<file path="config.mk">
export PLATFORM = sky130hd
export DESIGN_NAME = uart_modport_flat
export DESIGN_NICKNAME = d
export VERILOG_FILES = /design/src/rtl/uart_modport_if.sv /design/src/rtl/uart_modport.sv /design/src/flat_wrapper.sv
export SDC_FILE = /design/constraint.sdc
export NUM_CORES = 1
export LEC_CHECK = 0
export BUFFER_PORTS_ARGS = -buffer_cell sky130_fd_sc_hd__buf_2
export CAP_MARGIN = 0
export CORE_MARGIN = 5
export CORE_UTILIZATION = 31
export CTS_CLUSTER_SIZE = 16
export DETAILED_ROUTE_END_ITERATION = 12
export PLACE_DENSITY = 0.45
export SLEW_MARGIN = 15
export SYNTH_ARGS = -nofsm -noshare
export SYNTH_HDL_FRONTEND = slang
export SYNTH_SLANG_ARGS = --single-unit
</file>
<file path="constraint.sdc">
create_clock -name clk -period 2.4 [get_ports clk]
set_clock_uncertainty 0.05 [all_clocks]
set_input_delay 0.36 -clock clk [delete_from_list [all_inputs] [get_ports clk]]
set_output_delay 0.36 -clock clk [all_outputs]
set_load 0.02 [all_outputs]
</file>
<file path="src/rtl/uart_modport_if.sv">
// Serial-side signal bundle for uart_modport: the RX line in, TX line and
// error pulses out. The slave modport is the UART's view, master the driver's.
interface uart_modport_if;
   logic urxd;
   logic utxd;
   logic frame_err;
   logic overflow;

   modport master (output urxd, input utxd, input frame_err, input overflow);
   modport slave  (input urxd, output utxd, output frame_err, output overflow);
endinterface

</file>
<file path="src/rtl/uart_modport.sv">
// 8N1 UART loopback: received bytes go through a small FIFO and are
// retransmitted on utxd. Reset (rstn) is synchronous and active-high.
module uart_modport #(
   parameter int CLKS_PER_BIT = 16,
   parameter int FIFO_DEPTH   = 4
) (
   input  logic           clk,
   input  logic           rstn,
   uart_modport_if.slave  bus
);

   localparam int CW   = $clog2(CLKS_PER_BIT);
   localparam int AW   = $clog2(FIFO_DEPTH);
   localparam int CNTW = AW + 1;
   localparam logic [CW-1:0]   BIT_END  = CW'(CLKS_PER_BIT - 1);
   localparam logic [CW-1:0]   HALF_END = CW'(CLKS_PER_BIT / 2 - 1);
   localparam logic [CNTW-1:0] FULL_CNT = CNTW'(FIFO_DEPTH);

   typedef enum logic [1:0] {IDLE, START, DATA, STOP} state_t;

   logic rxd_p0, rxd_p1;

   state_t        rx_state, rx_next;
   logic [CW-1:0] rx_cnt, rx_cnt_next;
   logic [2:0]    rx_bit, rx_bit_next;
   logic [7:0]    rx_sh, rx_sh_next;
   logic          rx_push, rx_ferr;

   state_t        tx_state, tx_next;
   logic [CW-1:0] tx_cnt, tx_cnt_next;
   logic [2:0]    tx_bit, tx_bit_next;
   logic [7:0]    tx_sh, tx_sh_next;
   logic          tx_pop, tx_out;

   logic [7:0]      mem [FIFO_DEPTH];
   logic [AW-1:0]   wptr, rptr;
   logic [CNTW-1:0] count;
   logic            fifo_nempty, fifo_full, fifo_wr, fifo_drop;
   logic [7:0]      fifo_head;

   logic utxd_r, frame_err_r, overflow_r;

   assign fifo_nempty = (count != '0);
   assign fifo_full   = (count == FULL_CNT);
   assign fifo_head   = mem[rptr];
   // A push into a full FIFO still lands when TX pops the head in the same cycle.
   assign fifo_wr     = rx_push && (!fifo_full || tx_pop);
   assign fifo_drop   = rx_push && fifo_full && !tx_pop;

   assign bus.utxd      = utxd_r;
   assign bus.frame_err = frame_err_r;
   assign bus.overflow  = overflow_r;

   // RX: mid-bit sampling of the synchronized line
   always_comb begin
      rx_next     = rx_state;
      rx_cnt_next = rx_cnt + CW'(1);
      rx_bit_next = rx_bit;
      rx_sh_next  = rx_sh;
      rx_push     = 1'b0;
      rx_ferr     = 1'b0;
      case (rx_state)
         IDLE: begin
            rx_cnt_next = '0;
            if (!rxd_p1) rx_next = START;
         end
         START: if (rx_cnt == HALF_END) begin
            rx_cnt_next = '0;
            rx_bit_next = '0;
            rx_next     = rxd_p1 ? IDLE : DATA;
         end
         DATA: if (rx_cnt == BIT_END) begin
            rx_cnt_next = '0;
            rx_sh_next  = {rxd_p1, rx_sh[7:1]};
            rx_bit_next = rx_bit + 3'd1;
            if (rx_bit == 3'd7) rx_next = STOP;
         end
         STOP: if (rx_cnt == BIT_END) begin
            rx_cnt_next = '0;
            rx_next     = IDLE;
            if (rxd_p1) rx_push = 1'b1;
            else        rx_ferr = 1'b1;
         end
         default: rx_next = IDLE;
      endcase
   end

   // TX: tx_out is the line value for the next cycle, registered into utxd_r
   always_comb begin
      tx_next     = tx_state;
      tx_cnt_next = tx_cnt + CW'(1);
      tx_bit_next = tx_bit;
      tx_sh_next  = tx_sh;
      tx_pop      = 1'b0;
      tx_out      = 1'b1;
      case (tx_state)
         IDLE: begin
            tx_cnt_next = '0;
            if (fifo_nempty) begin
               tx_pop     = 1'b1;
               tx_sh_next = fifo_head;
               tx_next    = START;
               tx_out     = 1'b0;
            end
         end
         START: begin
            tx_out = 1'b0;
            if (tx_cnt == BIT_END) begin
               tx_cnt_next = '0;
               tx_bit_next = '0;
               tx_next     = DATA;
               tx_out      = tx_sh[0];
            end
         end
         DATA: begin
            tx_out = tx_sh[0];
            if (tx_cnt == BIT_END) begin
               tx_cnt_next = '0;
               tx_sh_next  = {1'b1, tx_sh[7:1]};
               tx_bit_next = tx_bit + 3'd1;
               if (tx_bit == 3'd7) begin
                  tx_next = STOP;
                  tx_out  = 1'b1;
               end else begin
                  tx_out  = tx_sh[1];
               end
            end
         end
         STOP: if (tx_cnt == BIT_END) begin
            tx_cnt_next = '0;
            // Chain straight into the next start bit when more data is queued.
            if (fifo_nempty) begin
               tx_pop     = 1'b1;
               tx_sh_next = fifo_head;
               tx_next    = START;
               tx_out     = 1'b0;
            end else begin
               tx_next    = IDLE;
            end
         end
         default: tx_next = IDLE;
      endcase
   end

   always_ff @(posedge clk) begin
      if (rstn) begin
         rxd_p0      <= 1'b1;
         rxd_p1      <= 1'b1;
         rx_state    <= IDLE;
         rx_cnt      <= '0;
         rx_bit      <= '0;
         tx_state    <= IDLE;
         tx_cnt      <= '0;
         tx_bit      <= '0;
         wptr        <= '0;
         rptr        <= '0;
         count       <= '0;
         utxd_r      <= 1'b1;
         frame_err_r <= 1'b0;
         overflow_r  <= 1'b0;
      end else begin
         rxd_p0      <= bus.urxd;
         rxd_p1      <= rxd_p0;
         rx_state    <= rx_next;
         rx_cnt      <= rx_cnt_next;
         rx_bit      <= rx_bit_next;
         tx_state    <= tx_next;
         tx_cnt      <= tx_cnt_next;
         tx_bit      <= tx_bit_next;
         if (fifo_wr) wptr <= wptr + AW'(1);
         if (tx_pop)  rptr <= rptr + AW'(1);
         count       <= count + CNTW'(fifo_wr) - CNTW'(tx_pop);
         utxd_r      <= tx_out;
         frame_err_r <= rx_ferr;
         overflow_r  <= fifo_drop;
      end
   end

   always_ff @(posedge clk) begin
      rx_sh <= rx_sh_next;
      tx_sh <= tx_sh_next;
      if (fifo_wr) mem[wptr] <= rx_sh;
   end

endmodule

</file>
<file path="src/flat_wrapper.sv">
// flat-port wrapper written by rule: the top's interface ports become plain ports
module uart_modport_flat 
#(
   parameter int CLKS_PER_BIT = 16,
   parameter int FIFO_DEPTH   = 4
)
  (clk, rstn, bus_urxd, bus_utxd, bus_frame_err, bus_overflow);
  uart_modport_if bus_i ();
  input  logic clk;
  input  logic rstn;
  input wire logic [$bits(bus_i.urxd)-1:0] bus_urxd;
  output wire logic [$bits(bus_i.utxd)-1:0] bus_utxd;
  output wire logic [$bits(bus_i.frame_err)-1:0] bus_frame_err;
  output wire logic [$bits(bus_i.overflow)-1:0] bus_overflow;
  assign bus_i.urxd = bus_urxd;
  assign bus_utxd = bus_i.utxd;
  assign bus_frame_err = bus_i.frame_err;
  assign bus_overflow = bus_i.overflow;
  uart_modport #(.CLKS_PER_BIT(CLKS_PER_BIT), .FIFO_DEPTH(FIFO_DEPTH)) u_core (.clk(clk), .rstn(rstn), .bus(bus_i));
endmodule
</file>
# [Word level (Yosys, flattened, before mapping)]
# Memory sizes are Yosys's and may differ from the RTL's. A register that Yosys moved wholly into a read port is not among the register bits.
# Index checks and enable logic that the tools add are counted.
# Widths: inputs -> output; s select.
[totals] input_bits=3 mem_count=1 wordCells=116 regBits=46 out_inout_bits=3 ram_bits=32
[memory_table] memory="u_core.mem" words=4 word_bits=8 read_ports=1 rd_clocked_by_memory_dff=1 write_ports=1 line_no="uart_modport.sv:35" text="logic [7:0] mem [FIFO_DEPTH];"
[classes] reduce_logical=21 n_bitwise=2 n_eq_ne=22 add_sub_neg=8 n_mux=46
[ops] cell="$mux 2" n=13
[ops] cell="$mux 8" n=3
[ops] cell="$pmux 8 s3" n=1
[ops] cell="$ne 2x1->1 const B" n=9
[ops] cell="$pmux 2 s4" n=2
[ops] cell="$mux 1" n=14
[ops] cell="$mux 3" n=4
[ops] cell="$mux 4" n=3
[ops] cell="$pmux 3 s2" n=2
[ops] cell="$pmux 4 s3" n=1
[ops] cell="$reduce_and 5->1" n=2
[ops] cell="$eq 3x3->1 const B" n=3
[ops] cell="$reduce_and 3->1" n=3
[ops] cell="$add 4x1->4 const B" n=2
[ops] cell="$eq 2x2->1 const B" n=4
[ops] cell="$eq 4x4->1 const B" n=2
[ops] cell="$pmux 4 s2" n=1
[ops] cell="$add 3x1->3 const B" n=2
[ops] cell="$reduce_bool 3->1" n=2
[ops] cell="$reduce_or 3->1" n=2
[ops] cell="$add 2x1->2 const B" n=2
[ops] cell="$eq 2x1->1 const B" n=2
[ops] cell="$eq 4x3->1 const B" n=1
[ops] cell="$logic_not 2->1" n=2
[ops] cell="12 further kinds" n=17

# [Depth between registers and ports, before layout]
[logic_depth] word_depth=8 mapped_depth=11 mapped_depth_nobuf=11

# [Worst setup path before layout]
# OpenSTA, ideal clock, no wires.
[synth_timing] kind="reg2reg" start="register u_core.tx_state[1]" end="register u_core.count[2]" t_required_ps=2222 path_slack_ps=35 setup_time_ps=128 period_less_slack_ps=2365 stages_incl_launch_ff=12 arrival_time_ps=2188 n_path_buf=0 path_cell_list="dfxtp_1 > inv_1 > ha_1 > a41oi_1 > nor3_1 > ha_1 > inv_1 > ha_1 > fa_1 > xnor2_1 > xnor2_1 > nor2_1"
[synth_via] elab_chain_cells=6 elab_cells_between_ends=7 classes_between="2 x add/sub; 1 x eq/ne; 1 x mux; 3 x reduce/logical"
[synth_lines] element="start: declaration" line_no="uart_modport.sv:29" text="state_t tx_state, tx_next;"
[synth_lines] element="start signal: assignment" line_no="uart_modport.sv:167" text="tx_state <= tx_next;"
[synth_lines] element="$eq 2x2->1 / $logic_not 2->1 (equally long branches)" line_no="uart_modport.sv:96" text="case (tx_state)"
[synth_lines] element="$pmux 1 s2 (*)" line_no="uart_modport.sv:96"
[synth_lines] element="net u_core.tx_pop" line_no="uart_modport.sv:33" text="logic tx_pop, tx_out;"
[synth_lines] element="$logic_or 1x1->1" line_no="uart_modport.sv:47" text="assign fifo_wr = rx_push && (!fifo_full || tx_pop);"
[synth_lines] element="$logic_and 1x1->1" line_no="uart_modport.sv:47"
[synth_lines] element="$add 3x1->3" line_no="uart_modport.sv:172" text="count <= count + CNTW'(fifo_wr) - CNTW'(tx_pop);"
[synth_lines] element="$sub 3x1->3 (*)" line_no="uart_modport.sv:172"
[synth_lines] element="end signal: assignment" line_no="uart_modport.sv:172"
[synth_lines] element="end: declaration" line_no="uart_modport.sv:37" text="logic [CNTW-1:0] count;"
# Mark *: on every way through the listed nets, which the timed path passes. The rest lies on a longest branch.
# A chain may end at the register's enable or synchronous reset.

# [Worst setup path after layout]
[layout_timing] start="register u_core.tx_state[0]" end="register u_core.count[2]"
# Same word-level chain as after synthesis.

==> results.cfg <==
[status]
status = finished clean

[critical_path]
critical_path_peak_fanout = 3
cp-startpoint = u_core.tx_state[0]$_SDFFE_PP0P_
reg2reg_depth = 11
critPathKind = flip-flop to flip-flop
critPathMaxStageDelay_ns = 0.35
timing.rr.start = u_core.tx_state[0]$_SDFFE_PP0P_
worstPathArrival_ns = 2.39
crit_chain = inv_1, ha_1, a41oi_2, nor3_2, ha_1, inv_1, ha_2, fa_2, xnor2_2, xnor2_1, nor2_1
cp.depth = 11
critical-path-slowest-cell = fa_2
end_kind = flip-flop
crit_buf_inv = 2
cp_top_family = adder cells
cp-start-kind = flip-flop
required_ns = 2.57
ff2ff_setup_slack_ns = 0.17

[min_path]
min_delay_path_depth = 2
hp-start = bus_urxd
hold_path_class = input port to flip-flop

[detailed_routing]
drtPass1Iterations = 4
drt_iter0_drc = 108
routed_via_density = 4.61
vias = 1989
wl_per_cell_um = 13.8
drc_errors = 0
routed_wl_mm = 5.93
ant_nets = 0

[timing]
setup_tns_ns = 0
holdWs_ns = 0.145
tightest_slew_ns = 0.601
hold_violations = 0
period_share_pct = 92.8
fmax_ghz = 0.449
setup_viol = 0
grt_setup_unrepaired = no
maxSlewViolCount = 0
fin_crit_ns = 2.23
relSlewSlack_pct = 59.9

[global_routing]
gr-total-overflow = 0
use_met2_pct = 15.6
antenna_found_initial = 0
grt_use_met1_pct = 12.9
use_met3_pct = 3.63
grtUsageTotal_pct = 9.98
grt_busiest_layer = met2
grt_max_degree = 33
grt_pass1_vias = 2062
grt_pass1_wl_mm = 10.3

[synthesis]
synth_edf_count = 48
syn_area_sq_um = 3440
ys_warn_count = 0
syn_inst = 258
async_flop_share_pct = 0
avgSynthCellArea_sq_um = 13.3
synth_top_flop_cell = edfxtp_1
syn-num-nets = 284
ys_ff_latch = 80
yosysUniqueCellTypes = 46
seq_area_frac_synth_pct = 60.5

[power_and_ir_drop]
peakVddDrop_uv = 368
power.density_nw_per_um2 = 957
leakage_uw = 0.00143

[clock_tree]
cts.sinks = 80
cts_hold_buf = 0
cts_max_path_buffers = 2
cts.reportedPaths.clkPinSlew_ns = 0.08
cts.root.buffer_cell = clkbuf_8
cts_made_buffers = 9
post_cts_buffers = 0
cts_tree = yes
htree_levels = 3
clkLatencyLatePin_ns = 0.35

[flow_run]
maxCapViolations = 0

[cells_and_area]
final_core_util_pct = 36.4
layout.cells.non_filler = 431
final_area_sq_um = 3950
area_growth_pct = 14.8
drive_gt1_share_pct = 22.0
finalNetCount = 312
diodes = 0

[placement]
port_buffers = 5
dpl.hpwl_mm = 4.09
place.gp.congestion = 0.702
dpl.cell_count = 415
dpl_cell_area_sq_um = 3750

[floorplanning]
die_width_um = 115
die_y_um = 115
initial_core_util_pct = 31.7
dieArea_sq_um = 13300
ios = 6
core_area_sq_um = 10800
placementRows = 38
synthesized netlist by cell type, types with 2 or more instances:
cell type	n	area, sq um
a211oi_1	2	15.0
a21oi_1	6	30.0
a221oi_1	2	17.5
a22o_1	7	61.3
a32oi_1	2	17.5
a41oi_1	2	17.5
and2_1	8	50.1
and3_1	5	31.3
clkbuf_1	6	22.5
dfxtp_1	32	641
edfxtp_1	48	1440
ha_1	22	275
inv_1	13	48.8
mux2_2	2	22.5
mux2i_1	3	30.0
mux4_2	8	180
nand2_1	7	26.3
nand2b_1	4	25.0
nand3_1	5	25.0
nand3b_1	4	30.0
nor2_1	23	86.3
nor2b_1	2	12.5
nor3_1	4	20.0
nor4_1	3	18.8
nor4b_1	2	17.5
o21ai_0	8	40.0
or2_2	3	18.8
or3_1	2	12.5
xnor2_1	6	52.6
cell families after synthesis:
family	Yosys count	synth area share, %
compound gates	38	8.04
xor+xnor	7	1.78
fa+ha+maj	23	8.58
buf+inv	22	2.76
flops	80	60.5
mux	13	6.77
simple gates	75	11.5
final timing paths:
| check | end |
|---|---|
| worst max-delay path | u_core.count[2]$_SDFF_PP0_ |
| worst min-delay path | u_core.rxd_p0$_SDFF_PP1_ |
| worst max register to register | u_core.count[2]$_SDFF_PP0_ |
| worst min register to register | u_core.rxd_p1$_SDFF_PP1_ |
area by class of cell:
class / instances / area (sq um)
tap: 140 / 175
sequential: 80 / 2080
fill: 1065 / 6890
multi-input combinational: 156 / 1290
timing repair buffer: 26 / 183
clock buffer: 9 / 124
inverter: 13 / 48.8
clock inverter: 7 / 47.5
sequential cells by signal, summed over array words and instances (netlist names), named ones only:
name,flops
u_core.mem,32
u_core.rx_sh,8
u_core.tx_sh,8
u_core.rx_cnt,4
u_core.tx_cnt,4
u_core.count,3
u_core.rx_bit,3
u_core.tx_bit,3
u_core.rptr,2
u_core.tx_state,2
u_core.wptr,2
u_core.bus.frame_err,1
u_core.bus.overflow,1
u_core.bus.utxd,1
u_core.rx_state,1
u_core.rxd_p0,1
u_core.rxd_p1,1
stage by stage:
step	setup WS, ns	power (uW)
2_1_floorplan	0.0348	2530
3_3_place_gp	0.0431	2910
3_5_place_dp	0.00459	2910
4_1_cts	0.0335	3810
5_1_grt	0.0121	4080
6_report	0.173	3780
what timing repair did:
| action | in CTS | in global routing |
|---|---|---|
| cloned | 0 | 0 |
| setup endpoints to repair | 1 | 1 |
| gates resized for setup | 1 | 6 |
| pin swaps | 0 | 2 |
power by group:
part | switching (uW) | internal (uW)
Combinational | 584 | 579
Clock | 488 | 375
Sequential | 102 | 1650
metal layers:
metal  wire length (um)  vias up
met3                149        4
met1               3020      959
met5                  0        -
li1                   -     1011
met4                 67        0
met2               2700       15
placed cells by master, fill, tap and decap left out, drive strengths merged, types with 2 or more instances in the layout:
cell / instances
edfxtp: 48
dfxtp: 32
buf: 26
nor2: 23
ha: 22
inv: 14
clkbuf: 9
o21ai: 9
mux4: 8
and2: 8
a22o: 7
nand2: 7
a21oi: 6
xnor2: 6
and3: 5
nand3: 5
nand2b: 4
nand3b: 4
nor3: 4
clkinv: 4
mux2i: 3
or2: 3
nor4: 3
a41oi: 3
or3: 2
nor4b: 2
mux2: 2
a32oi: 2
a221oi: 2
a211oi: 2
nor2b: 2
clkinvlp: 2
(Power assumes the default switching activity.)
